## src/rtl/uart_rx_multi.sv

```systemverilog
// uart_rx_multi: parametrised UART receiver with 3-sample majority voting, line arming,
// start-glitch rejection and a valid/ready holding register that reports overruns.
module uart_rx_multi #(
    parameter int CLKS_PER_BIT = 8,
    parameter int DATA_BITS    = 8,
    parameter int PARITY_MODE  = 1,
    parameter int STOP_BITS    = 1
) (
    input  logic                 clk,
    input  logic                 reset,
    input  logic                 rx,
    output logic [DATA_BITS-1:0] m_data,
    output logic                 m_valid,
    input  logic                 m_ready,
    output logic                 m_parity_err,
    output logic                 m_frame_err,
    output logic                 overrun,
    output logic                 busy
);
    localparam int CW = $clog2(2 * CLKS_PER_BIT);
    localparam int BW = $clog2(DATA_BITS + 5);
    localparam logic [CW-1:0] C_ONE  = CW'(1);
    localparam logic [CW-1:0] C_SMP0 = CW'(CLKS_PER_BIT / 2 - 1);
    localparam logic [CW-1:0] C_MID  = CW'(CLKS_PER_BIT / 2);
    localparam logic [CW-1:0] C_DEC  = CW'(CLKS_PER_BIT / 2 + 1);
    localparam logic [CW-1:0] C_LAST = CW'(CLKS_PER_BIT - 1);
    localparam logic [BW-1:0] B_DATA = BW'(DATA_BITS);
    localparam logic [BW-1:0] B_LAST = BW'(DATA_BITS + (PARITY_MODE != 0 ? 1 : 0) + STOP_BITS);

    typedef enum logic [2:0] {ARM, IDLE, START, DATA, PARITY, STOP} state_t;

    state_t               state, state_n;
    logic                 rx_m, rx_s, rx_d;
    logic                 s0, s1, maj, dec, wrap, done, par, ferr, fe_now;
    logic [CW-1:0]        cnt;
    logic [BW-1:0]        bcnt;
    logic [DATA_BITS-1:0] shreg;

    assign busy = (state != ARM) && (state != IDLE);

    always_comb begin
        maj     = (s0 & s1) | (s0 & rx_s) | (s1 & rx_s);
        dec     = cnt == C_DEC;
        wrap    = cnt == C_LAST;
        fe_now  = ferr | ~maj;
        done    = 1'b0;
        state_n = state;
        case (state)
            ARM:     if (rx_s && cnt == C_LAST) state_n = IDLE;
            IDLE:    if (!rx_s && rx_d) state_n = START;
            START:   if (dec) state_n = maj ? IDLE : DATA;
            DATA:    if (dec && bcnt == B_DATA) state_n = (PARITY_MODE != 0) ? PARITY : STOP;
            PARITY:  if (dec) state_n = STOP;
            STOP: begin
                if (dec && bcnt == B_LAST) begin
                    state_n = IDLE;
                    done    = 1'b1;
                end
            end
            default: state_n = ARM;
        endcase
    end

    always_ff @(posedge clk) begin
        if (reset) state <= ARM;
        else state <= state_n;
    end

    always_ff @(posedge clk) begin
        if (reset) begin
            rx_m         <= 1'b1;
            rx_s         <= 1'b1;
            rx_d         <= 1'b1;
            cnt          <= '0;
            bcnt         <= '0;
            s0           <= 1'b1;
            s1           <= 1'b1;
            shreg        <= '0;
            par          <= 1'b0;
            ferr         <= 1'b0;
            m_data       <= '0;
            m_valid      <= 1'b0;
            m_parity_err <= 1'b0;
            m_frame_err  <= 1'b0;
            overrun      <= 1'b0;
        end else begin
            rx_m <= rx;
            rx_s <= rx_m;
            rx_d <= rx_s;
            // ARM counts consecutive high samples; IDLE preloads 1 so the start edge is bit time 0
            cnt  <= (state == ARM) ? (rx_s ? cnt + 1'b1 : '0) :
                    (state == IDLE) ? C_ONE : (wrap ? '0 : cnt + 1'b1);
            bcnt <= (state == ARM || state == IDLE) ? '0 : bcnt + BW'(wrap);
            if (cnt == C_SMP0) s0 <= rx_s;
            if (cnt == C_MID) s1 <= rx_s;
            if (state == DATA && dec) shreg <= {maj, shreg[DATA_BITS-1:1]};
            par  <= (state == IDLE) ? 1'b0 :
                    ((state == DATA || state == PARITY) && dec) ? par ^ maj : par;
            ferr <= (state == IDLE) ? 1'b0 : (state == STOP && dec) ? fe_now : ferr;
            overrun <= done && m_valid && !m_ready;
            if (done && (!m_valid || m_ready)) begin
                m_data       <= shreg;
                m_valid      <= 1'b1;
                m_parity_err <= (PARITY_MODE == 0) ? 1'b0 : (PARITY_MODE == 1) ? par : ~par;
                m_frame_err  <= fe_now;
            end else if (m_ready) begin
                m_valid <= 1'b0;
            end
        end
    end
endmodule

```

## config.mk

```make
export PLATFORM = sky130hd
export DESIGN_NAME = uart_rx_multi
export DESIGN_NICKNAME = d
export VERILOG_FILES = /design/src/rtl/uart_rx_multi.sv
export SDC_FILE = /design/constraint.sdc
export NUM_CORES = 1
export LEC_CHECK = 0
export BUFFER_PORTS_ARGS = -buffer_cell sky130_fd_sc_hd__buf_2
export CAP_MARGIN = 20
export CORE_MARGIN = 2
export CORE_UTILIZATION = 40
export DETAILED_ROUTE_END_ITERATION = 6
export GPL_ROUTABILITY_DRIVEN = 0
export SKIP_CTS_REPAIR_TIMING = 1
export SLEW_MARGIN = 5
export SYNTH_ARGS = -nofsm -noshare
export SYNTH_HDL_FRONTEND = slang
export SYNTH_SLANG_ARGS = --single-unit
```

## constraint.sdc

```tcl
create_clock -name clk -period 4.26 [get_ports clk]
set_clock_uncertainty 0.1 [all_clocks]
set_input_delay 0.213 -clock clk [delete_from_list [all_inputs] [get_ports clk]]
set_output_delay 0.213 -clock clk [all_outputs]
set_load 0.01 [all_outputs]
```

==> impl_metrics.env <==
export IMPL_via_per_inst=5.163
export IMPL_clockBufferDepth=2
export IMPL_synth_cells=167
export IMPL_drive_gt1_frac=0.1749
export IMPL_synth_ff_type="dfxtp_1"
export IMPL_grt_overflow=0
export IMPL_synth_distinct_cells=43
export IMPL_yosysSeqAreaShare=0.4592
export IMPL_die_w_um=68.36
export IMPL_insertion_delay_ns=0.29
export IMPL_synth_edf_count=0
export IMPL_die_area_um2=4672
export IMPL_crit_arrival_ns=2.22
export IMPL_ios=17
export IMPL_fin_util=0.4664
export IMPL_drtAntennaViolNets=0
export IMPL_antenna_found_initial=0
export IMPL_synth_area_leader_cell="dfxtp_1"
export IMPL_fmax_ghz=0.4613
export IMPL_antenna_cells=0
export IMPL_yosys_area_top_type_share=0.4592
export IMPL_row_count=23
export IMPL_max_stage_delay_ns=0.77
export IMPL_power_frac_comb=0.032
export IMPL_start_util=0.4141
export IMPL_drt_iter0_markers=56
export IMPL_vias=1203
export IMPL_rsz0062_at_grt="no"
export IMPL_synthTopCellsByArea="dfxtp_1 46%, mux2i_1 10%, nor2_1 5.4%"
export IMPL_p_sw_frac=0.2147
export IMPL_wl_per_cell_um=13.25
export IMPL_worst_slew_margin_rel=0.4226
export IMPL_cp_end_kind="flip-flop"
export IMPL_cellPowerDensity_nw_per_um2=369.9
export IMPL_intPower_uw=541.9
export IMPL_grtUsageTotal=0.1534
export IMPL_core_area_um2=4000
export IMPL_yosysWarningCount=0
export IMPL_cp_required_ns=4.31
export IMPL_clkPwrFrac=0.441
export IMPL_final_fill_count=393
export IMPL_critPathLaunchType="flip-flop"
export IMPL_setup_tns_ns=0
export IMPL_cts_root_buf="clkbuf_8"
export IMPL_crit_family="simple AND/OR/NAND/NOR gates"
export IMPL_syn_mean_instance_area_um2=9.920
export IMPL_ir_drop_uv=169.4
export IMPL_drtPass1Iterations=4
export IMPL_path_class="flip-flop to flip-flop"
export IMPL_fin_crit_ns=2.168
export IMPL_status="finished clean"
export IMPL_cts_buffers=5
export IMPL_critical_path_cell_chain="ha_1 > nand4b_2 > nor4b_4 > mux2i_1 > nor2_1"
export IMPL_first_global_vias=1169
export IMPL_cts_clk_slew_worst_paths_ns=0.08
export IMPL_fp_dieH_um=68.36
export IMPL_multiInputGateArea_um2=810.8
export IMPL_wirelength_mm=3.087
export IMPL_crit_buf_inv=0
export IMPL_cts_tree="built"
export IMPL_synth_area_um2=1657
export IMPL_ys_async_sr_fraction=0
export IMPL_cpMaxStageDelayCell="nor4b_4"
export IMPL_numPortBuffers=16
export IMPL_clkSinkCount=38
export IMPL_seq_power_share=0.527
export IMPL_drc=0
export IMPL_worst_path_max_fanout=11
export IMPL_seq_area_um2=760.7
export IMPL_hpwl_mm=2.184
export IMPL_setup_viol=0
export IMPL_min_path_type="input pin to flip-flop"
export IMPL_hold_viol_final=0
export IMPL_power_switching_uw=148.1
export IMPL_syn_to_final_growth_pct=12.61
export IMPL_timing_final_crit_share=0.5089
export IMPL_grt_pass1_wl_mm=5.244
export IMPL_ys_seq_elements=38
export IMPL_htreeDepth=2
export IMPL_place_area_um2=1752
export IMPL_syn_num_nets=176
export IMPL_final_area_um2=1866
export IMPL_drv_cap=0
export IMPL_leakagePower_nw=0.7637
export IMPL_slew_viol_final=0
export IMPL_grt_max_degree=33
export IMPL_tightest_slew_ns=0.8625
export IMPL_final_nets=191
==> synthesized netlist by cell type, drive strengths merged (2+ instances only) <==
library cell   n
o211ai         3
a21oi          3
mux2i         17
nor3b          3
nor3           4
or2            3
inv           10
ha             5
a311oi         2
a31oi          3
nand2          7
clkbuf         3
nor2          24
nand3          3
xor2           2
a211oi         2
and3b          2
buf            5
dfxtp         38
xnor2          3
and3           5
nand2b         2
nand3b         2
==> worst reg2reg max path: cells and delay by family (launching register included) <==
kind,cells,cell delay (ns)
DFF,1,0.41
adders and majority gates,1,0.23
muxes,1,0.28
and+or+nand+nor,3,1.03
==> registers in the layout, indices dropped and copies added (netlist names), 3 cells and up <==
signal and flops:
bcnt 4, cnt 4, m_data 8, shreg 8, state 3
==> layer usage <==
layer,global-route usage,up-vias,wire [um]
met1,0.1872,563,1477
met3,0.05263,7,131
met5,0,-,0
met4,0.07000,0,53
li1,-,609,-
met2,0.2427,24,1425
==> through the flow <==
step           worst slack, ns  power [mW]  cells  hold WS [ns]
3_5_place_dp             2.096      0.3937    225        0.3024
6_report                 2.092      0.6900    233      0.008116
3_3_place_gp             2.179      0.3929    225        0.2968
4_1_cts                  2.082      0.6997    233    -0.0008226
5_1_grt                  1.945      0.7186    233      0.003437
2_1_floorplan            2.630      0.3881    167        0.2168
==> kinds of logic after synthesis <==
family,Yosys count,synth area share
buf+inv,18,0.05136
fa+ha+maj,6,0.04381
compound gates,21,0.09215
mux,18,0.1095
xor+xnor,5,0.02644
simple gates,61,0.2175
flops,38,0.4592
==> power groups by stage <==
stage	Sequential (mW)	Clock [mW]	Combinational (mW)
2_1_floorplan	0.370	0	0.0179
3_3_place_gp	0.372	0	0.0211
3_5_place_dp	0.372	0	0.0218
4_1_cts	0.364	0.314	0.0220
5_1_grt	0.364	0.329	0.0248
6_report	0.364	0.304	0.0219
==> final timing paths <==
check	start	slack (ns)	end	cells after the start
min reg2reg	rx_m	0.32	rx_s	1
max	cnt[0]	2.09	m_data[6]	5
min	rx	0.008	rx_m	2
max reg2reg	cnt[0]	2.09	m_data[6]	5
==> cell type report <==
cell class                 count  share of cell area
clock buffer                   5             0.03689
clock inverter                 3             0.02414
inverter                      10             0.02012
multi-input combinational    111              0.4346
sequential                    38              0.4078
tap                           50             0.03353
timing repair buffer          16             0.04292
==> placed cells by master (no fill, tap or decap), types with 4 or more instances in the layout <==
master and n:
clkbuf_8 5, inv_1 10, and3_1 5, nor3_1 4, buf_2 16, ha_1 5, nor2_1 24, mux2i_1 17
dfxtp_1 38, nand2_1 7
Power figures use the tool's default switching activity.
